===== config.mk =====
export PLATFORM = sky130hd
export DESIGN_NAME = out_port_scheduler
export DESIGN_NICKNAME = d
export VERILOG_FILES = /design/src/rtl/out_port_scheduler.sv
export SDC_FILE = /design/constraint.sdc
export NUM_CORES = 1
export LEC_CHECK = 0
export ABC_AREA = 0
export CAP_MARGIN = 20
export CORE_ASPECT_RATIO = 0.8
export CORE_MARGIN = 2
export CORE_UTILIZATION = 43
export DETAILED_ROUTE_END_ITERATION = 10
export GPL_ROUTABILITY_DRIVEN = 0
export PLACE_DENSITY = 0.66
export SYNTH_ARGS = -nofsm -noshare
export SYNTH_HDL_FRONTEND = slang
export SYNTH_SLANG_ARGS = --single-unit

===== constraint.sdc =====
create_clock -name clk -period 3.8 [get_ports clk]
set_input_delay 0.57 -clock clk [delete_from_list [all_inputs] [get_ports clk]]
set_output_delay 0.57 -clock clk [all_outputs]
set_load 0.01 [all_outputs]

===== src/rtl/out_port_scheduler.sv =====
// out_port_scheduler
//   Queues processor OUT-instruction writes ({PortSel, ALUout}) in a small FIFO
//   and delivers each one to its 8-bit external port with a strobe/ack handshake.
//
// Parameters
//   DEPTH   : FIFO entries (power of two, >= 2)
//   TIMEOUT : no-ack cycles tolerated in WAIT_ACK (timeout build only)
//
// Ports
//   clk, Reset            : rising-edge clock, synchronous active-high reset
//   OUTportWrite, PortSel,
//   ALUout                : processor write request, target port, data
//   Stall                 : FIFO full, processor must hold off
//   OutExtWorld1..4       : registered port data, hold last value
//   OutStrobe / OutAck    : per-port one-hot strobe and acknowledge
//   Busy                  : FIFO non-empty or transfer pending
//   Overflow              : sticky, write attempted while full
//   TimeoutErr            : sticky, transfer abandoned (0 without timeout build)
//
// Build option
//   OUT_SCHED_TIMEOUT_EN  : when defined, a transfer with no ack for TIMEOUT
//                           WAIT_ACK cycles is abandoned and TimeoutErr set.
//
// State | Meaning
// IDLE     | no transfer pending; loads the FIFO head when one is queued
// WAIT_ACK | strobe high on the latched port, waiting for its ack
module out_port_scheduler #(
  parameter int DEPTH   = 4,
  parameter int TIMEOUT = 15
) (
  input  logic       clk,
  input  logic       Reset,
  input  logic       OUTportWrite,
  input  logic [1:0] PortSel,
  input  logic [7:0] ALUout,
  output logic       Stall,
  output logic [7:0] OutExtWorld1,
  output logic [7:0] OutExtWorld2,
  output logic [7:0] OutExtWorld3,
  output logic [7:0] OutExtWorld4,
  output logic [3:0] OutStrobe,
  input  logic [3:0] OutAck,
  output logic       Busy,
  output logic       Overflow,
  output logic       TimeoutErr
);

  localparam int AW = $clog2(DEPTH);

  typedef enum logic {IDLE, WAIT_ACK} state_t;

  logic [9:0]    r_mem [DEPTH];
  logic [AW-1:0] r_wr_ptr;
  logic [AW-1:0] r_rd_ptr;
  logic [AW:0]   r_count;
  logic          r_overflow;

  state_t        r_state;
  logic [7:0]    r_port [4];
  logic [3:0]    r_strobe;
  logic [1:0]    r_sel;
  logic          r_timeout_err;

  logic          w_full;
  logic          w_empty;
  logic          w_push;
  logic          w_pop;
  logic [1:0]    w_head_sel;
  logic [7:0]    w_head_data;

  assign w_full      = (r_count == (AW+1)'(DEPTH));
  assign w_empty     = (r_count == '0);
  assign w_push      = OUTportWrite && !w_full;
  assign w_pop       = (r_state == IDLE) && !w_empty;
  assign w_head_sel  = r_mem[r_rd_ptr][9:8];
  assign w_head_data = r_mem[r_rd_ptr][7:0];

  // Storage needs no reset: the pointers and count define what is valid.
  always_ff @(posedge clk) begin
    if (w_push) begin
      r_mem[r_wr_ptr] <= {PortSel, ALUout};
    end
  end

  always_ff @(posedge clk) begin
    if (Reset) begin
      r_wr_ptr   <= '0;
      r_rd_ptr   <= '0;
      r_count    <= '0;
      r_overflow <= 1'b0;
    end else begin
      if (w_push) r_wr_ptr <= r_wr_ptr + AW'(1);
      if (w_pop)  r_rd_ptr <= r_rd_ptr + AW'(1);
      case ({w_push, w_pop})
        2'b10:   r_count <= r_count + (AW+1)'(1);
        2'b01:   r_count <= r_count - (AW+1)'(1);
        default: r_count <= r_count;
      endcase
      // Fullness is judged on the registered count, so a pop in the same
      // cycle does not rescue a write that arrives while full.
      if (OUTportWrite && w_full) r_overflow <= 1'b1;
    end
  end

`ifdef OUT_SCHED_TIMEOUT_EN
  localparam int TW = (TIMEOUT > 1) ? $clog2(TIMEOUT + 1) : 1;
  logic [TW-1:0] r_tcnt;
`else
  logic w_unused_timeout;
  assign w_unused_timeout = (TIMEOUT > 0);
`endif

  always_ff @(posedge clk) begin
    if (Reset) begin
      r_state       <= IDLE;
      r_port[0]     <= '0;
      r_port[1]     <= '0;
      r_port[2]     <= '0;
      r_port[3]     <= '0;
      r_strobe      <= '0;
      r_sel         <= '0;
      r_timeout_err <= 1'b0;
`ifdef OUT_SCHED_TIMEOUT_EN
      r_tcnt        <= '0;
`endif
    end else begin
      case (r_state)
        IDLE: begin
          if (!w_empty) begin
            r_port[w_head_sel] <= w_head_data;
            r_strobe           <= 4'b0001 << w_head_sel;
            r_sel              <= w_head_sel;
`ifdef OUT_SCHED_TIMEOUT_EN
            r_tcnt             <= '0;
`endif
            r_state            <= WAIT_ACK;
          end
        end
        WAIT_ACK: begin
          if (OutAck[r_sel]) begin
            r_strobe <= '0;
            r_state  <= IDLE;
          end
`ifdef OUT_SCHED_TIMEOUT_EN
          // r_tcnt holds the no-ack cycles already seen, so TIMEOUT-1 here
          // means this cycle is the TIMEOUT-th one without an ack.
          else if (r_tcnt == TW'(TIMEOUT - 1)) begin
            r_strobe      <= '0;
            r_timeout_err <= 1'b1;
            r_state       <= IDLE;
          end else begin
            r_tcnt <= r_tcnt + TW'(1);
          end
`endif
        end
        default: r_state <= IDLE;
      endcase
    end
  end

  assign Stall        = w_full;
  assign Busy         = !w_empty || (r_state != IDLE);
  assign Overflow     = r_overflow;
  assign TimeoutErr   = r_timeout_err;
  assign OutStrobe    = r_strobe;
  assign OutExtWorld1 = r_port[0];
  assign OutExtWorld2 = r_port[1];
  assign OutExtWorld3 = r_port[2];
  assign OutExtWorld4 = r_port[3];

endmodule

Word-level counts from Yosys, hierarchy flattened
Memories as Yosys holds them, arrays and structs flattened. A register that Yosys moved wholly into a read port is not among the register bits.
Cells that the tools add are included.

word-level totals
  register bits = 15
  bits in latches = 0
  RAM bits = 72
  bits in read-only memories = 0
  input port bits = 17
  output and inout bits = 40
  logic and storage cells = 54
  memories = 2

memory list
  name    words  bits a word  rd ports  clocked after Yosys merged registers in  wr ports  line  text
  r_mem   4      10           1         1                                        1         52    logic [9:0] r_mem [DEPTH];
  r_port  4      8            4         0                                        4         59    logic [7:0] r_port [4];

cells by class
  $add $sub $neg = 4
  multipliers = 0
  div/mod/pow operators = 0
  order comparisons = 1
  equality and inequality tests = 5
  shifts and indexed selects = 1
  muxes and demuxes = 21
  bitwise gates (word level) = 2
  reduce and logical (&&, ||, !) cells = 11

operators by type and width
  kind                 number
  $mux 1               11
  $mux 4               2
  $mux 8               1
  $pmux 4 s2           1
  $reduce_or 8->1      1
  $mux 2               3
  $pmux 3 s2           1
  $add 2x1->2 const B  2
  $reduce_and 2->1     2
  $shl 1x2->4 const A  1
  $add 3x1->3 const B  1
  $eq 3x3->1 const B   1
  $logic_and 1x1->1    3
  $logic_not 3->1      1
  $lt 2x3->1 const B   1
  $sub 3x1->3 const B  1
  $bmux 1 s2           1
  $eq 2x1->1 const B   1
  $eq 2x2->1 const B   1
  $logic_not 1->1      2
  $ne 2x1->1 const B   1
  $ne 2x2->1 const B   1
  $not 1->1            2
  $pmux 1 s2           1
  2 further kinds      2

Logic depth before layout (Yosys ltp)
  depth after elaboration = 7
  mapped depth = 11
  gate-level depth less buffers = 10

Least setup slack after synthesis
Ideal clock, no wire load.

  path kind = register -> register
  start point = register (tool-made name)
  end point = memory r_port[0][0], enable pin
  library setup time = 0.398 ns
  arrival = 2.254 ns
  required time = 3.402 ns
  setup slack = 1.148 ns
  stages on the path, launching flop included = 5
  buffers on the path = 2
  cells stage by stage = dfxtp_1 buf_2 mux4_2 clkbuf_1 o41ai_1

RTL lines
  element        line
  end, declared  59

Worst setup path after layout
  start point = register r_count[2]
  end point = output Stall

between the ends
  cells in the longest elaborated chain, start to end = 1

RTL lines
  element                 line  text
  start, declared         55    logic [AW:0] r_count;
  start signal, assigned  95    2'b10: r_count <= r_count + (AW+1)'(1);
  start signal, assigned  96    2'b01: r_count <= r_count - (AW+1)'(1);
  start signal, assigned  97    default: r_count <= r_count;
  $eq 3x3->1              71    assign w_full = (r_count == (AW+1)'(DEPTH));
  end, declared           36    output logic Stall,

Every way passes these cells.

==> flow_summary.toml <==
[outcome]
outcome = "complete, no violations"

[detailed_routing]
drtIter0Drc = 94
post-route-drc-count = 0
routed_wl_microns = 6300
dr.pass1.iters = 4
ant_nets = 0
via_per_inst = 5.02
vias = 2047
wl_per_cell_microns = 15.4

[yosys]
syn_nets = 262
synth_area_sq_mm = 0.00358
ys.flop_type = "edfxtp_1"
synth_area_leaders = "edfxtp_1 60%, dfxtp_1 9.5%, mux2i_1 5.0%"
ys_types = 31
ys_warn_count = 0
yosysTopAreaCell = "edfxtp_1"
synth_edf_count = 72
ys_async_sr_fraction_pct = 0
synthCells = 239
yosysMostFrequentCell = "edfxtp_1"
avgSynthCellArea_sq_um = 15.0
ys_seq_area_share_pct = 70.0
synth-seq-cells = 89
synth_top_area_share_pct = 60.4
synthTopCellsByCount = "72 x edfxtp_1, 18 x mux2i_1, 17 x dfxtp_1"

[die]
rows = 29
die_h_microns = 85.6
ios = 57
start_util_pct = 44.6
core_sq_mm = 0.00802
die-area_sq_mm = 0.00907
die_x_microns = 106

[timing]
finalWorstSetupSlack_ps = 1250
slew_headroom_pct = 48.5
fin_setup_tns_ps = 0
hold_viol_final = 0
tightest_slew_ps = 772
hold_ws_ps = 482
fin_crit_sh_pct = 67.2
max_freq_ghz = 0.391
finClkSkew_ps = 5.59
rsz0062_at_grt = "false"
drv_slew = 0
post-route-min-period_ps = 2550
setup_violations = 0

[worst_setup_path]
cp_max_fo = 7
crit_required_ps = 3230
worst_setup_path_end_kind = "primary output"
critPathKind = "reg2out"
cp.arrival_ps = 1980
start_kind = "flip-flop"

[global_route]
grt_first_pass_wirelength_microns = 10100
grtUsageTotal_pct = 14.6
grt_max_degree = 22
grt_pass1_vias = 1936
grt-ovfl-total = 0
antenna_found_initial = 0

[power_and_ir_drop]
p_comb_share_pct = 31.4
p_clk_share_pct = 22.0
p_per_area_mw_per_mm2 = 654
ir_drop_mv = 0.256
switching_share_pct = 31.4
p_sw_mw = 0.908
pwr-share-seq_pct = 46.5
leakagePower_nw = 1.49
power_mw = 2.89
internal-power_mw = 1.98

[clock_network]
clock_sinks = 89
clk_latency_ps = 340
htree_num_levels = 3
clk_pin_slew_ps = 80
cts_tree = "done"
clk_path_buf_depth = 2
cts-root-buf = "clkbuf_8"
postCtsSetupRepairBufs = 0
cts_resized = 0
numCtsBuffers = 9
cts-hold-fix-buffers = 0

[cells_and_area]
drive_gt1_share_pct = 14.3
finish.instance_area_sq_mm = 0.00442
syn2layout_area_growth_pct = 23.5
n_antenna_cell = 0
nNetsFinal = 318

[flow_run]
maxCapViolations = 0

[min_path]
holdCritPathClass = "reg2reg"

[placed_design]
placed_cell_area_sq_mm = 0.00421
pre_cts_ws_ps = 1070
hpwlAfterDp_microns = 4350
port_buffers = 55
[cells in the final DEF, fill, tap and decap left out, types with 2 or more instances in the layout]
master	netlist	final
or3_1	2	2
nor2_1	14	14
clkbuf_8	0	11
clkinv_2	0	2
mux2i_1	18	18
dfxtp_1	17	17
o21ai_0	7	7
clkbuf_1	7	2
mux2_2	9	9
inv_1	15	15
a31o_2	2	2
o32ai_1	4	4
edfxtp_1	72	72
clkdlybuf4s50_1	0	55
or4_1	2	2
mux4_2	3	3
nand3_1	6	6
nor3_2	11	11
nor3_1	14	14
and3_1	4	4
a21oi_1	11	11
ha_1	5	5
buf_4	1	2
xor2_1	2	2
[path summary, 6_finish.rpt]
check / startpoint / end / slack (ps) / depth (start not counted)
setup / recovery: r_count[2] / Stall / 1250 / 3
hold / removal: Overflow / Overflow / 480 / 2
setup reg to reg: flip-flop / r_port[0][1] / 1250 / 3
hold reg to reg: Overflow / Overflow / 480 / 2
[power groups by stage]
stage | Sequential (mW) | Combinational (mW) | Clock [mW]
6_report | 1.34 | 0.908 | 0.637
5_1_grt | 1.37 | 0.993 | 0.697
4_1_cts | 1.35 | 0.912 | 0.652
3_5_place_dp | 1.37 | 0.906 | 0
3_3_place_gp | 1.37 | 0.889 | 0
2_1_floorplan | 1.37 | 0.560 | 0
[sequential cells by signal, indices dropped and copies added, names as in the netlist, named ones only]
name,count
r_count,3
r_port,32
r_state,1
Overflow,1
r_rd_ptr,2
r_wr_ptr,2
OutStrobe,4
r_mem,40
r_sel,2
[area by class of cell]
| type | instances | area (sq um) |
|---|---|---|
| clock buffers | 13 | 159 |
| clock inverters | 3 | 40.0 |
| fillers | 681 | 3600 |
| inverters | 15 | 56.3 |
| multi-input cells | 122 | 953 |
| flip-flops and latches | 89 | 2500 |
| well taps | 108 | 135 |
| repair buffers | 58 | 571 |
[through the flow]
step                      utilization, %  instances
after floorplan                        -        239
after global placement              52.5        391
after detailed placement            52.5        391
after CTS                           55.0        407
after global routing                55.1        408
final                               55.1        408
[worst max-delay path: stages, from the launching register on]
cell	delay, ps
dfxtp_1	400
or3b_2	540
inv_1	150
clkdlybuf4s50_1	550
[layer usage]
layer / vias to the layer above / GRT usage, % / share of wire [%]
met3: 6 / 4.94 / 5.2
li1: 1001 / - / -
met2: 60 / 21.9 / 44
met5: - / 0 / 0
met1: 980 / 20.5 / 50
met4: 0 / 4.31 / 0.94
[kinds of logic (layout without fill, tap and decap cells)]
kind of cell,count (synthesis),in the layout,share of synthesized area (%)
fa+ha+maj,6,6,2.31
buf+inv,28,89,3.39
mux,30,30,9.76
xor+xnor,2,2,0.490
compound gates,27,27,4.65
simple gates,56,56,9.34
flops,89,89,70.0
other cells,1,1,0.105
No activity file was read; power rests on OpenSTA's default activity.
